## src/rtl/byte_bus_to_pc_bus_pkg.sv

```systemverilog
// Shared definitions for the byte-bus to pc_bus upsizing bridge: FSM encoding,
// line geometry helpers and the byte-lane enable decode.
package byte_bus_to_pc_bus_pkg;

  typedef enum logic [1:0] {
    ST_IDLE    = 2'd0,
    ST_WR_REQ  = 2'd1,
    ST_RD_REQ  = 2'd2,
    ST_RD_FILL = 2'd3
  } bridge_state_e;

  localparam int unsigned DEF_BURST  = 4;
  localparam int unsigned LINE_BYTES = 4 * DEF_BURST;
  localparam int unsigned OFF_W      = $clog2(LINE_BYTES);

  function automatic int unsigned line_off_w(input int unsigned burst);
    return $clog2(4 * burst);
  endfunction

  function automatic logic [3:0] lane_enable(input logic [1:0] lane);
    return 4'b0001 << lane;
  endfunction

endpackage

```

## src/rtl/byte_line_buffer.sv

```systemverilog
// One-line prefetch buffer: BURST x 32b words with tag/valid, a word fill port,
// a byte write-through port and a combinational byte read select.
module byte_line_buffer
  import byte_bus_to_pc_bus_pkg::*;
#(
  parameter int unsigned BURST = 4,
  parameter int unsigned OFF_W = 4,
  parameter int unsigned IDX_W = 2
) (
  input  logic              clk_sys,
  input  logic              rst,
  input  logic              invalidate,
  input  logic              fill_en,
  input  logic [IDX_W-1:0]  fill_idx,
  input  logic [31:0]       fill_word,
  input  logic              fill_last,
  input  logic [31-OFF_W:0] fill_tag,
  input  logic [31-OFF_W:0] lookup_tag,
  input  logic [OFF_W-1:0]  lookup_off,
  input  logic              wt_en,
  input  logic [7:0]        wt_byte,
  output logic              hit,
  output logic [7:0]        rd_byte
);

  logic [BURST-1:0][31:0] words;
  logic [31-OFF_W:0]      tag_q;
  logic                   line_valid;
  logic [IDX_W-1:0]       sel_idx;
  logic [4:0]             sel_bit;

  assign sel_idx = IDX_W'(lookup_off >> 2);
  assign sel_bit = {lookup_off[1:0], 3'b000};
  assign hit     = line_valid && (tag_q == lookup_tag);
  assign rd_byte = words[sel_idx][sel_bit +: 8];

  always_ff @(posedge clk_sys) begin
    if (rst) begin
      line_valid <= 1'b0;
      tag_q      <= '0;
      words      <= '0;
    end else begin
      if (invalidate) line_valid <= 1'b0;
      if (fill_en) begin
        words[fill_idx] <= fill_word;
        if (fill_last) begin
          tag_q      <= fill_tag;
          line_valid <= 1'b1;
        end
      end
      // Keep the buffered copy coherent with posted byte writes.
      if (wt_en && hit) words[sel_idx][sel_bit +: 8] <= wt_byte;
    end
  end

endmodule

```

## src/rtl/byte_bus_to_pc_bus.sv

```systemverilog
// 8-bit Avalon-MM slave to 32-bit bursting pc_bus master: posted byte writes,
// reads served from a one-line buffer refilled by one aligned burst per miss.
module byte_bus_to_pc_bus
  import byte_bus_to_pc_bus_pkg::*;
#(
  parameter int unsigned AW        = 17,
  parameter logic [31:0] BASE_ADDR = 32'h000A0000,
  parameter int unsigned BURST     = 4
) (
  input  logic          clk_sys,
  input  logic          rst,
  input  logic [AW-1:0] byte_address,
  input  logic          byte_read,
  input  logic          byte_write,
  input  logic [7:0]    byte_writedata,
  output logic          byte_waitrequest,
  output logic [7:0]    byte_readdata,
  output logic          byte_readdatavalid,
  output logic [31:0]   pc_bus_address,
  output logic [3:0]    pc_bus_byteenable,
  output logic          pc_bus_read,
  output logic          pc_bus_write,
  output logic [31:0]   pc_bus_writedata,
  output logic [2:0]    pc_bus_burstcount,
  input  logic          pc_bus_waitrequest,
  input  logic [31:0]   pc_bus_readdata,
  input  logic          pc_bus_readdatavalid
);

  localparam int unsigned L_OFF_W   = line_off_w(BURST);
  localparam int unsigned IDX_W     = (BURST > 1) ? $clog2(BURST) : 1;
  localparam logic [IDX_W-1:0] LAST_BEAT = IDX_W'(BURST - 1);

  bridge_state_e    state_q, state_d;
  logic [31:0]      pc_addr;
  logic [31:0]      cmd_addr;
  logic [3:0]       cmd_be;
  logic [31:0]      cmd_data;
  logic [IDX_W-1:0] beat_q;
  logic             hit;
  logic [7:0]       sel_byte;
  logic             accept_wr, accept_rd, miss, grant, fill_en, fill_last;

  assign pc_addr = BASE_ADDR + 32'(byte_address);

  byte_line_buffer #(
    .BURST (BURST),
    .OFF_W (L_OFF_W),
    .IDX_W (IDX_W)
  ) u_line (
    .clk_sys    (clk_sys),
    .rst        (rst),
    .invalidate (miss),
    .fill_en    (fill_en),
    .fill_idx   (beat_q),
    .fill_word  (pc_bus_readdata),
    .fill_last  (fill_last),
    .fill_tag   (cmd_addr[31:L_OFF_W]),
    .lookup_tag (pc_addr[31:L_OFF_W]),
    .lookup_off (pc_addr[L_OFF_W-1:0]),
    .wt_en      (accept_wr),
    .wt_byte    (byte_writedata),
    .hit        (hit),
    .rd_byte    (sel_byte)
  );

  always_ff @(posedge clk_sys) begin
    if (rst) state_q <= ST_IDLE;
    else     state_q <= state_d;
  end

  // Write wins over read if both are ever presented together.
  always_comb begin
    state_d   = state_q;
    accept_wr = 1'b0;
    accept_rd = 1'b0;
    miss      = 1'b0;
    grant     = 1'b0;
    fill_en   = 1'b0;
    fill_last = 1'b0;
    case (state_q)
      ST_IDLE: begin
        if (byte_write) begin
          accept_wr = 1'b1;
          state_d   = ST_WR_REQ;
        end else if (byte_read) begin
          if (hit) begin
            accept_rd = 1'b1;
          end else begin
            miss    = 1'b1;
            state_d = ST_RD_REQ;
          end
        end
      end
      ST_WR_REQ: if (!pc_bus_waitrequest) state_d = ST_IDLE;
      ST_RD_REQ: begin
        if (!pc_bus_waitrequest) begin
          grant   = 1'b1;
          state_d = ST_RD_FILL;
        end
      end
      ST_RD_FILL: begin
        if (pc_bus_readdatavalid) begin
          fill_en = 1'b1;
          if (beat_q == LAST_BEAT) begin
            fill_last = 1'b1;
            state_d   = ST_IDLE;
          end
        end
      end
      default: state_d = ST_IDLE;
    endcase
  end

  always_ff @(posedge clk_sys) begin
    if (rst) begin
      cmd_addr           <= '0;
      cmd_be             <= '0;
      cmd_data           <= '0;
      beat_q             <= '0;
      byte_readdata      <= '0;
      byte_readdatavalid <= 1'b0;
    end else begin
      if (accept_wr) begin
        cmd_addr <= {pc_addr[31:2], 2'b00};
        cmd_be   <= lane_enable(pc_addr[1:0]);
        cmd_data <= {4{byte_writedata}};
      end else if (miss) begin
        cmd_addr <= {pc_addr[31:L_OFF_W], {L_OFF_W{1'b0}}};
      end
      if (grant)        beat_q <= '0;
      else if (fill_en) beat_q <= beat_q + IDX_W'(1);
      byte_readdatavalid <= accept_rd;
      if (accept_rd) byte_readdata <= sel_byte;
    end
  end

  assign byte_waitrequest  = (state_q != ST_IDLE) || (byte_read && !hit);
  assign pc_bus_write      = (state_q == ST_WR_REQ);
  assign pc_bus_read       = (state_q == ST_RD_REQ);
  assign pc_bus_address    = cmd_addr;
  assign pc_bus_writedata  = cmd_data;
  assign pc_bus_byteenable = pc_bus_write ? cmd_be : (pc_bus_read ? 4'hF : 4'h0);
  assign pc_bus_burstcount = pc_bus_read ? 3'(BURST) : 3'd1;

endmodule

```

## config.mk

```make
export PLATFORM = sky130hd
export DESIGN_NAME = byte_bus_to_pc_bus
export DESIGN_NICKNAME = d
export VERILOG_FILES = /design/src/rtl/byte_bus_to_pc_bus_pkg.sv /design/src/rtl/byte_line_buffer.sv /design/src/rtl/byte_bus_to_pc_bus.sv
export SDC_FILE = /design/constraint.sdc
export NUM_CORES = 1
export LEC_CHECK = 0
export ABC_AREA = 1
export BUFFER_PORTS_ARGS = -buffer_cell sky130_fd_sc_hd__buf_2
export CAP_MARGIN = 20
export CORE_AREA = 2 2 207 107
export CTS_BUF_LIST = sky130_fd_sc_hd__clkbuf_4
export DETAILED_ROUTE_END_ITERATION = 6
export DIE_AREA = 0 0 209 109
export PLACE_DENSITY = 0.78
export SLEW_MARGIN = 25
export SYNTH_ARGS = -nofsm -noshare
export SYNTH_HDL_FRONTEND = slang
export SYNTH_SLANG_ARGS = --single-unit
```

## constraint.sdc

```tcl
create_clock -name clk_sys -period 2.21 [get_ports clk_sys]
set_input_delay 0.221 -clock clk_sys [delete_from_list [all_inputs] [get_ports clk_sys]]
set_output_delay 0.221 -clock clk_sys [all_outputs]
set_load 0.02 [all_outputs]
```

==> results of run 1 <==
-- power by group through the flow --
stage                     combinational (W)  sequential (W)  clock [W]
after floorplan                     0.00129         0.00377          0
after global placement              0.00186         0.00369          0
final                               0.00198         0.00362    0.00199
after CTS                           0.00193         0.00362    0.00200
after global routing                0.00214         0.00365    0.00213
after detailed placement            0.00188         0.00369          0
-- registers in the layout (all words and copies together), names as in the netlist --
register,cells
byte_readdatavalid,1
u_line.words,128
u_line.tag_q,14
cmd_be,4
beat_q,2
pc_bus_writedata,8
u_line.line_valid,1
pc_bus_address,16
state_q,2
byte_readdata,8
-- per-stage QoR --
| stage | TNS, ns | std cells | area (um2) |
|---|---|---|---|
| 3_3_place_gp | 0 | 1987 | 11000 |
| 4_1_cts | 0 | 2048 | 11600 |
| 6_report | -0.0331 | 2050 | 11700 |
| 2_1_floorplan | 0 | 1668 | 10400 |
| 3_5_place_dp | 0 | 1987 | 11000 |
| 5_1_grt | -5.31 | 2049 | 11700 |
-- cell usage after synthesis --
library cell	number	area, um2
nor4_1	1	6.26
clkinv_1	4	15.0
nand3_2	9	90.1
o21ai_0	176	881
ha_1	8	100
nand2_2	4	25.0
nor3b_1	1	7.51
dfxtp_1	184	3680
o221ai_1	7	61.3
inv_1	115	432
nor2_2	8	50.1
buf_6	9	101
nand3_4	1	17.5
nor3_1	14	70.1
o211ai_1	3	22.5
nor2_8	1	20.0
a21oi_1	81	405
nand2_4	1	11.3
xnor2_1	1	8.76
buf_2	18	90.1
clkbuf_1	51	191
nor2_1	355	1330
conb_1	1	3.75
o21ai_1	5	25.0
buf_4	45	338
nand4_1	15	93.8
nor3_4	6	97.6
nand3_1	54	270
a22oi_1	13	97.6
nor2_4	3	33.8
buf_8	1	15.0
inv_2	11	41.3
nand2_1	442	1660
nand3b_1	5	37.5
-- cell type report --
type                    count  area (um2)
fillers                  2075        9490
inverters                 130         492
clock buffers              19         143
well taps                 280         350
diodes                      1        2.50
flip-flops and latches    184        3690
clock inverters            13         144
multi-input cells        1230        5540
repair buffers            193        1310
-- per-layer routing --
metal / up-vias / share of wire (%) / GRT usage, %
met2: 623 / 41 / 43.3
met1: 5157 / 44 / 42.6
met4: 0 / 1.8 / 8.98
met3: 59 / 13 / 8.44
met5: - / 0 / 0
li1: 5375 / - / -
-- cell families after synthesis --
group / share of synthesized area [%]
other: 0.0363
XOR/XNOR: 0.0848
flip-flops: 35.6
AND/OR/NAND/NOR: 37.0
adder cells (fa/ha/maj): 0.969
buffers and inverters: 11.8
AO/OA/AOI/OAI: 14.4
-- placed cells by master, fill, tap and decap left out, types with 16 or more instances in the layout --
cell	count
nand3_1	54
buf_2	128
o21ai_0	176
buf_4	28
conb_1	16
nor2_1	352
a21oi_1	81
dlygate4sd3_1	27
inv_1	113
nand2_1	434
dfxtp_1	178
clkbuf_4	19
-- worst paths after layout --
check                          startpoint  slack, ns  cells after the start                           end
min reg2reg  u_line.line_valid$_SDFF_PP0_       0.47                      2  u_line.line_valid$_SDFF_PP0_
min                    pc_bus_readdata[0]       0.06                      5   u_line.words[32]$_SDFF_PP0_
max          u_line.tag_q[5]$_SDFFE_PP0P_      -0.03                     13  u_line.words[123]$_SDFF_PP0_
max reg2reg  u_line.tag_q[5]$_SDFFE_PP0P_      -0.03                     13  u_line.words[123]$_SDFF_PP0_
-- worst max-delay path, cell delays in order (launching register included) --
cell and delay (ns):
dfxtp_2 0.38, inv_2 0.04, nand2_1 0.07, nand2_2 0.07, nor2_4 0.15, nand2_2 0.09
nor2_4 0.16, nand2_8 0.06, buf_4 0.20, nor2_8 0.20, nand3_2 0.35, nand2_1 0.20
nand2_1 0.08, nor2_1 0.10
-- timing repair --
action | in CTS | in global routing
pin swaps | 1 | 3
hold buffers | 27 | 0
endpoints found under the setup margin | 1 | 69
resized for setup | 4 | 18
hold endpoints to repair | 26 | 0
buffers inserted | 2 | 1
==> metrics.txt, run 1 <==
Critical Setup Path Class=reg -> reg; max_slew headroom=a little under three fifths; DR WL/cell=roughly 16 um; Switching Share=between 30 and 40%; Leakage Power=around 6 nW; Skew-Pair Late Insertion Delay=0.63 ns; CTS max path bufs=2; clk sinks=approximately 180; Die Width=209 um; Place WS=~0.13 ns; Comb pwr share=between 20% and 30%; CP Data Required Time=about 2.8 ns; initial antenna violation count=0; PD cells=between 600 and 700 nW/um2; Die H=between 100 and 150 um; critical path endpoint category=flip-flop; failing checks=negative setup slack; fmax=between 0.4 and 0.5 GHz; crit path DAT=roughly 2.8 ns; number of global-route vias before repair=roughly 10000; core area=21200 um2; Syn-to-layout area delta=12.9%; IO Port Bufs=~130; routability congestion estimate=0.936; CTS root buf=clkbuf_4; final wirelength=about 34000 um; number of CTS-inserted buffers=17; skew final=0.0376 ns; htree depth=4; first-pass GRT wire length=roughly 53000 um; P_sw=~0.0028 W; Avg Cell Area, Syn=6.25 um2; post-synth cell types=34; Mapped Cells=approximately 1700; row cnt=38; initial core utilization=around 49%; Synth Cell Area=10300 um2; layout cells sized above 1=14.8%; nets@finish=approximately 1800; Detail Route Antenna Nets=0; CTS tree=yes; DRT iter0 DRCs=1296; Tcrit/Tclk final=101%; Worst-Margin Slew=0.650 ns; GR Util All Layers=around 30%; Seq pwr share=a little under half; post-synthesis sequential area ratio=between 30% and 40%; Hold Vio Cnt, Final=0; largest net degree at the start of global routing=just over 80; internal cell power=approximately 0.0048 W; synth warn=0; num ports=146; Worst VDD drop=between 300 and 400 uV; Max-Cap Viols=0; global route overflow=0; share of power burned in the clock network=between 20% and 30%; Design Power=approximately 0.0076 W; Final WS setup=-0.0323 ns; Via density=roughly 5.5; Detailed Routing Iterations Pass 1=6; clock slew at reported path FFs=0.18 ns; Final Util=between 50% and 60%; RSZ-0062 raised after global routing=yes; # setup viols final=2; Hold WC Path Type=in -> reg; Vias=11200; Pins Over Slew Limit=0; dpl hpwl=23000 um; min cycle time layout=between 2 and 2.5 ns; final hold slack=0.0577 ns; CP startpoint kind=flip-flop; Remaining DRCs=0; flops & latches, synth=between 150 and 200; Worst Path Max Fanout=16; status=complete, but fails checks; Die ar.=between 20000 and 25000 um2
No activity file was read; power rests on OpenSTA's default activity.
==> run 2: changes to the inputs <==
--- a/config.mk
+++ b/config.mk
@@ -17,3 +17,4 @@
 export SYNTH_ARGS = -nofsm -noshare
 export SYNTH_HDL_FRONTEND = slang
 export SYNTH_SLANG_ARGS = --single-unit
+export TNS_END_PERCENT = 20
==> run 2 against run 1 <==
Effect of this change: wire length increased by 1.8%; critical path depth unchanged; die area unchanged; worst setup slack improved by 0.063 ns; the run now ends clean.
==> metrics.txt, run 2 (same netlist as run 1, synthesis figures left out) <==
core area=21200 um2 (unchanged); CP max stage cell=nand3_2; dpl cell area=11100 um2 (+0.50%); Die ar.=22800 um2 (unchanged); Pins Over Slew Limit=0 (unchanged); Place WS=0.101 ns (-0.0264 ns); fmax=0.459 GHz (+2.9%); num ports=146 (unchanged); max FFs per register=128 (unchanged); CP Data Required Time=2.77 ns (about the same); Switching Share=35.3% (-1.7 points); critical path depth=13 (unchanged); Tcrit/Tclk final=98.6% (-2.8 points); Die Width=209 um (unchanged); row cnt=38 (unchanged); CP startpoint kind=flip-flop; Worst Path Max Fanout=16 (unchanged); Die H=109 um (unchanged); Design Power=0.00774 W (+1.9%); Leakage Power=6.05 nW (+0.98%); Critical Setup Path Class=reg -> reg; DR WL/cell=16.7 um (+1.7%); Hold WC Path Type=in -> reg; CP startpoint=u_line.tag_q[7]$_SDFFE_PP0P_; layout cells sized above 1=14.3% (-0.54 points); Worst Reg-to-Reg Cells=13 (unchanged); Hold Vio Cnt, Final=0 (unchanged); Detailed Routing Iterations Pass 1=6 (unchanged); CP delay by family, top=simple AND/OR/NAND/NOR gates; Max-Cap Viols=0 (unchanged); number of global-route vias before repair=9967 (+1.1%); CP peak stage delay=0.37 ns (about the same); most frequent cells in the layout=nand2_1, nor2_1, dfxtp_1, o21ai_0, buf_2; htree depth=4 (unchanged); # setup viols final=0 (-2); largest net degree at the start of global routing=65 (-20%); status=completed; CP Cell Sequence=inv_1, nand2_1, nand2_1, nor2_1, nand2_1, nor2_4, nand2_8, buf_4, nor2_8, nand3_2, nand2_1, nand2_1, nor2_1; number of CTS-inserted buffers=17 (unchanged); critical path endpoint category=flip-flop; min cycle time layout=2.18 ns (-0.0630 ns); CTS root buf=clkbuf_4; clock slew at reported path FFs=0.15 ns (-0.03 ns); P_sw=0.00273 W (-2.8%); PD cells=659 nW/um2 (+1.3%); RR Endpoint=u_line.words[11]$_SDFF_PP0_; Critical Path End=u_line.words[11]$_SDFF_PP0_; CTS tree=yes; RSZ-0062 raised after global routing=yes; DRT iter0 DRCs=1408 (+8.6%); dpl hpwl=23600 um (+2.2%); Fillers=2062 (-0.63%); first-pass GRT wire length=53700 um (+1.7%); Via density=5.45 (-0.44%); Final WS setup=0.0306 ns (+0.0630 ns); buffer and inverter count on the worst path=2 (unchanged); CP dominant cell by count=nand2_1; clk sinks=184 (unchanged); Syn-to-layout area delta=13.6%; Worst VDD drop=364 uV (-5.5%); Final Util=55.5% (+0.34 points); initial core utilization=48.8% (unchanged); share of power burned in the clock network=27.7% (+1.4 points); Comb pwr share=25.4% (-0.7 points); DP Cell Count=1991 (+0.20%); CTS max path bufs=2 (unchanged); Skew-Pair Late Insertion Delay=0.63 ns (about the same); IO Port Bufs=129 (unchanged); R2R Path Start=u_line.tag_q[7]$_SDFFE_PP0P_; diode count=0 (-1); initial antenna violation count=0 (unchanged); fin area=11700 um2 (+0.62%); internal cell power=0.00501 W (+4.6%); max_slew headroom=58.0% (+1.7 points); crit path DAT=2.74 ns (-0.07 ns); final wirelength=34200 um (+1.8%); Worst-Margin Slew=0.627 ns (-0.0224 ns); Vias=11200 (-0.29%); commonest non-fill, non-tap cell in the layout=nand2_1; Detail Route Antenna Nets=0 (unchanged); Top reg by flops=u_line.words; nets@finish=1832 (+0.27%); GR Util All Layers=30.3% (+0.48 points); non-filler cells, final=2053 (+0.15%); skew final=0.0333 ns (-0.00432 ns); routability congestion estimate=0.960 (+2.6%); global route overflow=0 (unchanged); Remaining DRCs=0 (unchanged); Seq pwr share=46.8% (-0.9 points); r2r setup slk=0.03 ns (+0.06 ns)
[run 2: worst min path at each step]
stage | startpoint | to | slack, ns | cells past startpoint
floorplan | rst | u_line.line_valid$_SDFF_PP0_ | 0.29 | 1
global placement | u_line.line_valid$_SDFF_PP0_ | u_line.line_valid$_SDFF_PP0_ | 0.45 | 2
detailed placement | cmd_be[3]$_SDFFE_PP0P_ | cmd_be[3]$_SDFFE_PP0P_ | 0.46 | 2
CTS | pc_bus_readdata[3] | u_line.words[99]$_SDFF_PP0_ | 0.02 | 5
global route | pc_bus_waitrequest | beat_q[1]$_SDFFE_PP0P_ | 0.04 | 5
finish | pc_bus_readdata[24] | u_line.words[88]$_SDFF_PP0_ | 0.07 | 5
[run 2: timing repair]
action,4_1_cts,5_1_grt
pin swaps,1,1
hold buffers,27,0
endpoints found under the setup margin,1,80
endpoints found under the hold margin,26,0
buffers inserted,2,2
resized for setup,4,4
[run 2: layer usage]
metal	GRT usage [%]	wire length, um
met5	0	0
met4	8.83	580
met3	8.93	4780
met2	43.9	14000
met1	43.2	14900
[run 2: cell type report]
cell class              count  area, um2  area share [%]
well taps                 280        350            2.98
repair buffers            198       1390            11.8
clock buffers              22        165            1.41
flip-flops and latches    184       3680            31.4
inverters                 130        494            4.21
multi-input cells        1230       5510            46.9
clock inverters             9        150            1.28
[run 2: stage by stage]
stage	setup TNS [ns]	hold WS [ns]
floorplan	-0.0454	0.290
global placement	0	0.448
detailed placement	0	0.457
CTS	0	0.0226
global route	-4.43	0.0422
finish	0	0.0661
[run 2: worst reg2reg max path, stage by stage (launching register included)]
cell and delay, ns:
dfxtp_2 0.36, inv_1 0.06, nand2_1 0.11, nand2_1 0.09
nor2_1 0.09, nand2_1 0.10, nor2_4 0.15, nand2_8 0.06
buf_4 0.18, nor2_8 0.21, nand3_2 0.37, nand2_1 0.17
nand2_1 0.06, nor2_1 0.11
[run 2: power by group through the flow]
stage | clock [W] | sequential [W] | combinational [W]
final | 0.00215 | 0.00362 | 0.00197
after global placement | 0 | 0.00369 | 0.00186
after detailed placement | 0 | 0.00369 | 0.00189
after global routing | 0.00230 | 0.00365 | 0.00212
after floorplan | 0 | 0.00377 | 0.00129
after CTS | 0.00216 | 0.00362 | 0.00193
==> run 3: changes to the inputs <==
--- a/config.mk
+++ b/config.mk
@@ -12,6 +12,7 @@
 export CTS_BUF_LIST = sky130_fd_sc_hd__clkbuf_4
 export DETAILED_ROUTE_END_ITERATION = 6
 export DIE_AREA = 0 0 209 109
+export HOLD_SLACK_MARGIN = 0.12
 export PLACE_DENSITY = 0.78
 export SLEW_MARGIN = 25
 export SYNTH_ARGS = -nofsm -noshare
==> run 3 against run 2 <==
Effect of this change: via count increased by 1.2%; clock-buffer cell count unchanged; first-iteration DRC count grew 2.8%; power increased by 1.1%; die area stayed put; clock skew grew 0.0020 ns; sequential share of layout area is 1.0 points lower; non-clock buffer count up 39; utilization grew 1.9 points.
==> metrics.txt, run 3 (same netlist as run 1, synthesis figures left out) <==
CP dominant cell by count=nand2_1; final wirelength=34500 um (+0.83%); Critical Setup Path Class=reg -> out; Comb pwr share=26.1% (+0.7 points); share of power burned in the clock network=27.5% (-0.2 points); Die H=109 um (unchanged); CP peak stage delay=0.36 ns (about the same); Critical Path End=byte_waitrequest; CTS max path bufs=2 (unchanged); CP startpoint kind=flip-flop; IO Port Bufs=129 (unchanged); commonest non-fill, non-tap cell in the layout=nand2_1; first-pass GRT wire length=54100 um (+0.85%); largest net degree at the start of global routing=65 (unchanged); r2r setup slk=0.09 ns (+0.06 ns); clock slew at reported path FFs=0.15 ns (about the same); CP Data Required Time=1.99 ns (-0.78 ns); PD cells=644 nW/um2 (-2.2%); internal cell power=0.00506 W (+1.1%); initial antenna violation count=0 (unchanged); Pins Over Slew Limit=0 (unchanged); CTS root buf=clkbuf_4; Worst-Margin Slew=0.636 ns (+0.00884 ns); number of global-route vias before repair=10100 (+1.6%); Detailed Routing Iterations Pass 1=6 (unchanged); diode count=0 (unchanged); Worst Reg-to-Reg Cells=13 (unchanged); R2R Path Start=u_line.tag_q[6]$_SDFFE_PP0P_; max FFs per register=128 (unchanged); skew final=0.0353 ns (+0.00199 ns); CTS tree=yes; critical path depth=10 (-3); clk sinks=184 (unchanged); Syn-to-layout area delta=17.4%; Detail Route Antenna Nets=0 (unchanged); number of CTS-inserted buffers=17 (unchanged); routability congestion estimate=0.960 (unchanged); Vias=11300 (+1.2%); CP delay by family, top=simple AND/OR/NAND/NOR gates; htree depth=4 (unchanged); final hold slack=0.307 ns (+0.241 ns); Top reg by flops=u_line.words; Die ar.=22800 um2 (unchanged); Hold Vio Cnt, Final=0 (unchanged); CP startpoint=u_line.tag_q[6]$_SDFFE_PP0P_; min cycle time layout=2.14 ns (-0.0393 ns); CP Cell Sequence=inv_1, nand2_1, nand2_1, nor2_2, nand2_1, nor2_4, nand2_8, nand2_2, nand2_1, buf_2; Fillers=2016 (-2.2%); status=completed; dpl cell area=11100 um2 (unchanged); Via density=5.41 (-0.66%); Tcrit/Tclk final=96.8% (-1.8 points); fmax=0.467 GHz (+1.8%); buffer and inverter count on the worst path=2 (unchanged); fin area=12100 um2 (+3.4%); DR WL/cell=16.5 um (-1.0%); Max-Cap Viols=0 (unchanged); CP max stage cell=dfxtp_1; DRT iter0 DRCs=1448 (+2.8%); global route overflow=0 (unchanged); Seq pwr share=46.3% (-0.5 points); initial core utilization=48.8% (unchanged); dpl hpwl=23600 um (unchanged); row cnt=38 (unchanged); Remaining DRCs=0 (unchanged); nets@finish=1871 (+2.1%); critical path endpoint category=output port; RR Endpoint=u_line.words[19]$_SDFF_PP0_; most frequent cells in the layout=nand2_1, nor2_1, dfxtp_1, o21ai_0, buf_2; Skew-Pair Late Insertion Delay=0.64 ns (about the same); # setup viols final=0 (unchanged); Worst Path Max Fanout=2 (-14); core area=21200 um2 (unchanged); max_slew headroom=57.3% (-0.77 points); num ports=146 (unchanged); RSZ-0062 raised after global routing=yes; Switching Share=35.2% (-0.046 points); P_sw=0.00276 W (+0.93%); Hold WC Path Type=in -> reg; crit path DAT=1.92 ns (-0.82 ns); layout cells sized above 1=14.2% (-0.031 points); Die Width=209 um (unchanged); Leakage Power=6.22 nW (+2.8%); Worst VDD drop=371 uV (+1.9%); GR Util All Layers=30.5% (+0.20 points)
run 3: worst register-to-register path: stages (launching register included):
cell     delay (ns)
dfxtp_1        0.36
inv_1          0.05
nand2_1        0.05
nand2_1        0.06
nor2_2         0.17
nand2_1        0.11
nor2_4         0.14
nand2_8        0.06
buf_6          0.15
nor2_8         0.20
nand3_2        0.37
nand2_1        0.18
nand2_1        0.06
nor2_1         0.09
run 3: worst min path at each step:
stage                                         end  depth (start not counted)  slack (ns)                         start
finish              byte_readdata[1]$_SDFFE_PP0P_                          7        0.31               byte_address[0]
CTS                 byte_readdata[1]$_SDFFE_PP0P_                          7        0.27               byte_address[0]
floorplan            u_line.line_valid$_SDFF_PP0_                          1        0.29                           rst
global placement     u_line.line_valid$_SDFF_PP0_                          2        0.45  u_line.line_valid$_SDFF_PP0_
detailed placement         cmd_be[3]$_SDFFE_PP0P_                          2        0.46        cmd_be[3]$_SDFFE_PP0P_
global route         u_line.words[125]$_SDFF_PP0_                          6        0.34               byte_address[0]
run 3: what timing repair did:
action,in CTS,in global routing
endpoints found under the hold margin,158,0
resized for setup,4,7
pin swaps,1,4
gates cloned,0,0
setup endpoints to repair,1,80
setup buffers,2,4
hold buffers,64,0
run 3: metal layers:
metal / part of all wire, % / wire length [um] / GRT usage [%]
met5: 0 / 0 / 0
met4: 1.6 / 542 / 8.47
met3: 14 / 4800 / 8.90
met2: 41 / 14100 / 44.6
met1: 44 / 15000 / 43.4
run 3: stage by stage:
step                      std cells  worst slack (ns)  TNS, ns  total power, W  util, %
final                          2092            0.0699        0         0.00782     57.4
after global routing           2092           -0.0759    -1.38         0.00814     57.4
after CTS                      2088            0.0354        0         0.00776     57.1
after detailed placement       1991             0.101        0         0.00558     52.4
after global placement         1991             0.175        0         0.00555     52.4
after floorplan                1668          -0.00357  -0.0454         0.00506        -
run 3: layout make-up:
cell class	count	area, um2	area share (%)
Multi-Input combinational cell	1230	5520	45.5
Timing Repair Buffer	237	1770	14.6
Tap cell	280	350	2.89
Sequential cell	184	3690	30.4
Clock inverter	9	150	1.24
Clock buffer	22	165	1.36
Inverter	130	492	4.05
run 3: power groups by stage:
stage / Sequential (W) / Combinational (W) / Clock, W
after global placement: 0.00369 / 0.00186 / 0
final: 0.00362 / 0.00204 / 0.00215
after detailed placement: 0.00369 / 0.00189 / 0
after floorplan: 0.00377 / 0.00129 / 0
after CTS: 0.00362 / 0.00199 / 0.00216
after global routing: 0.00365 / 0.00219 / 0.00230
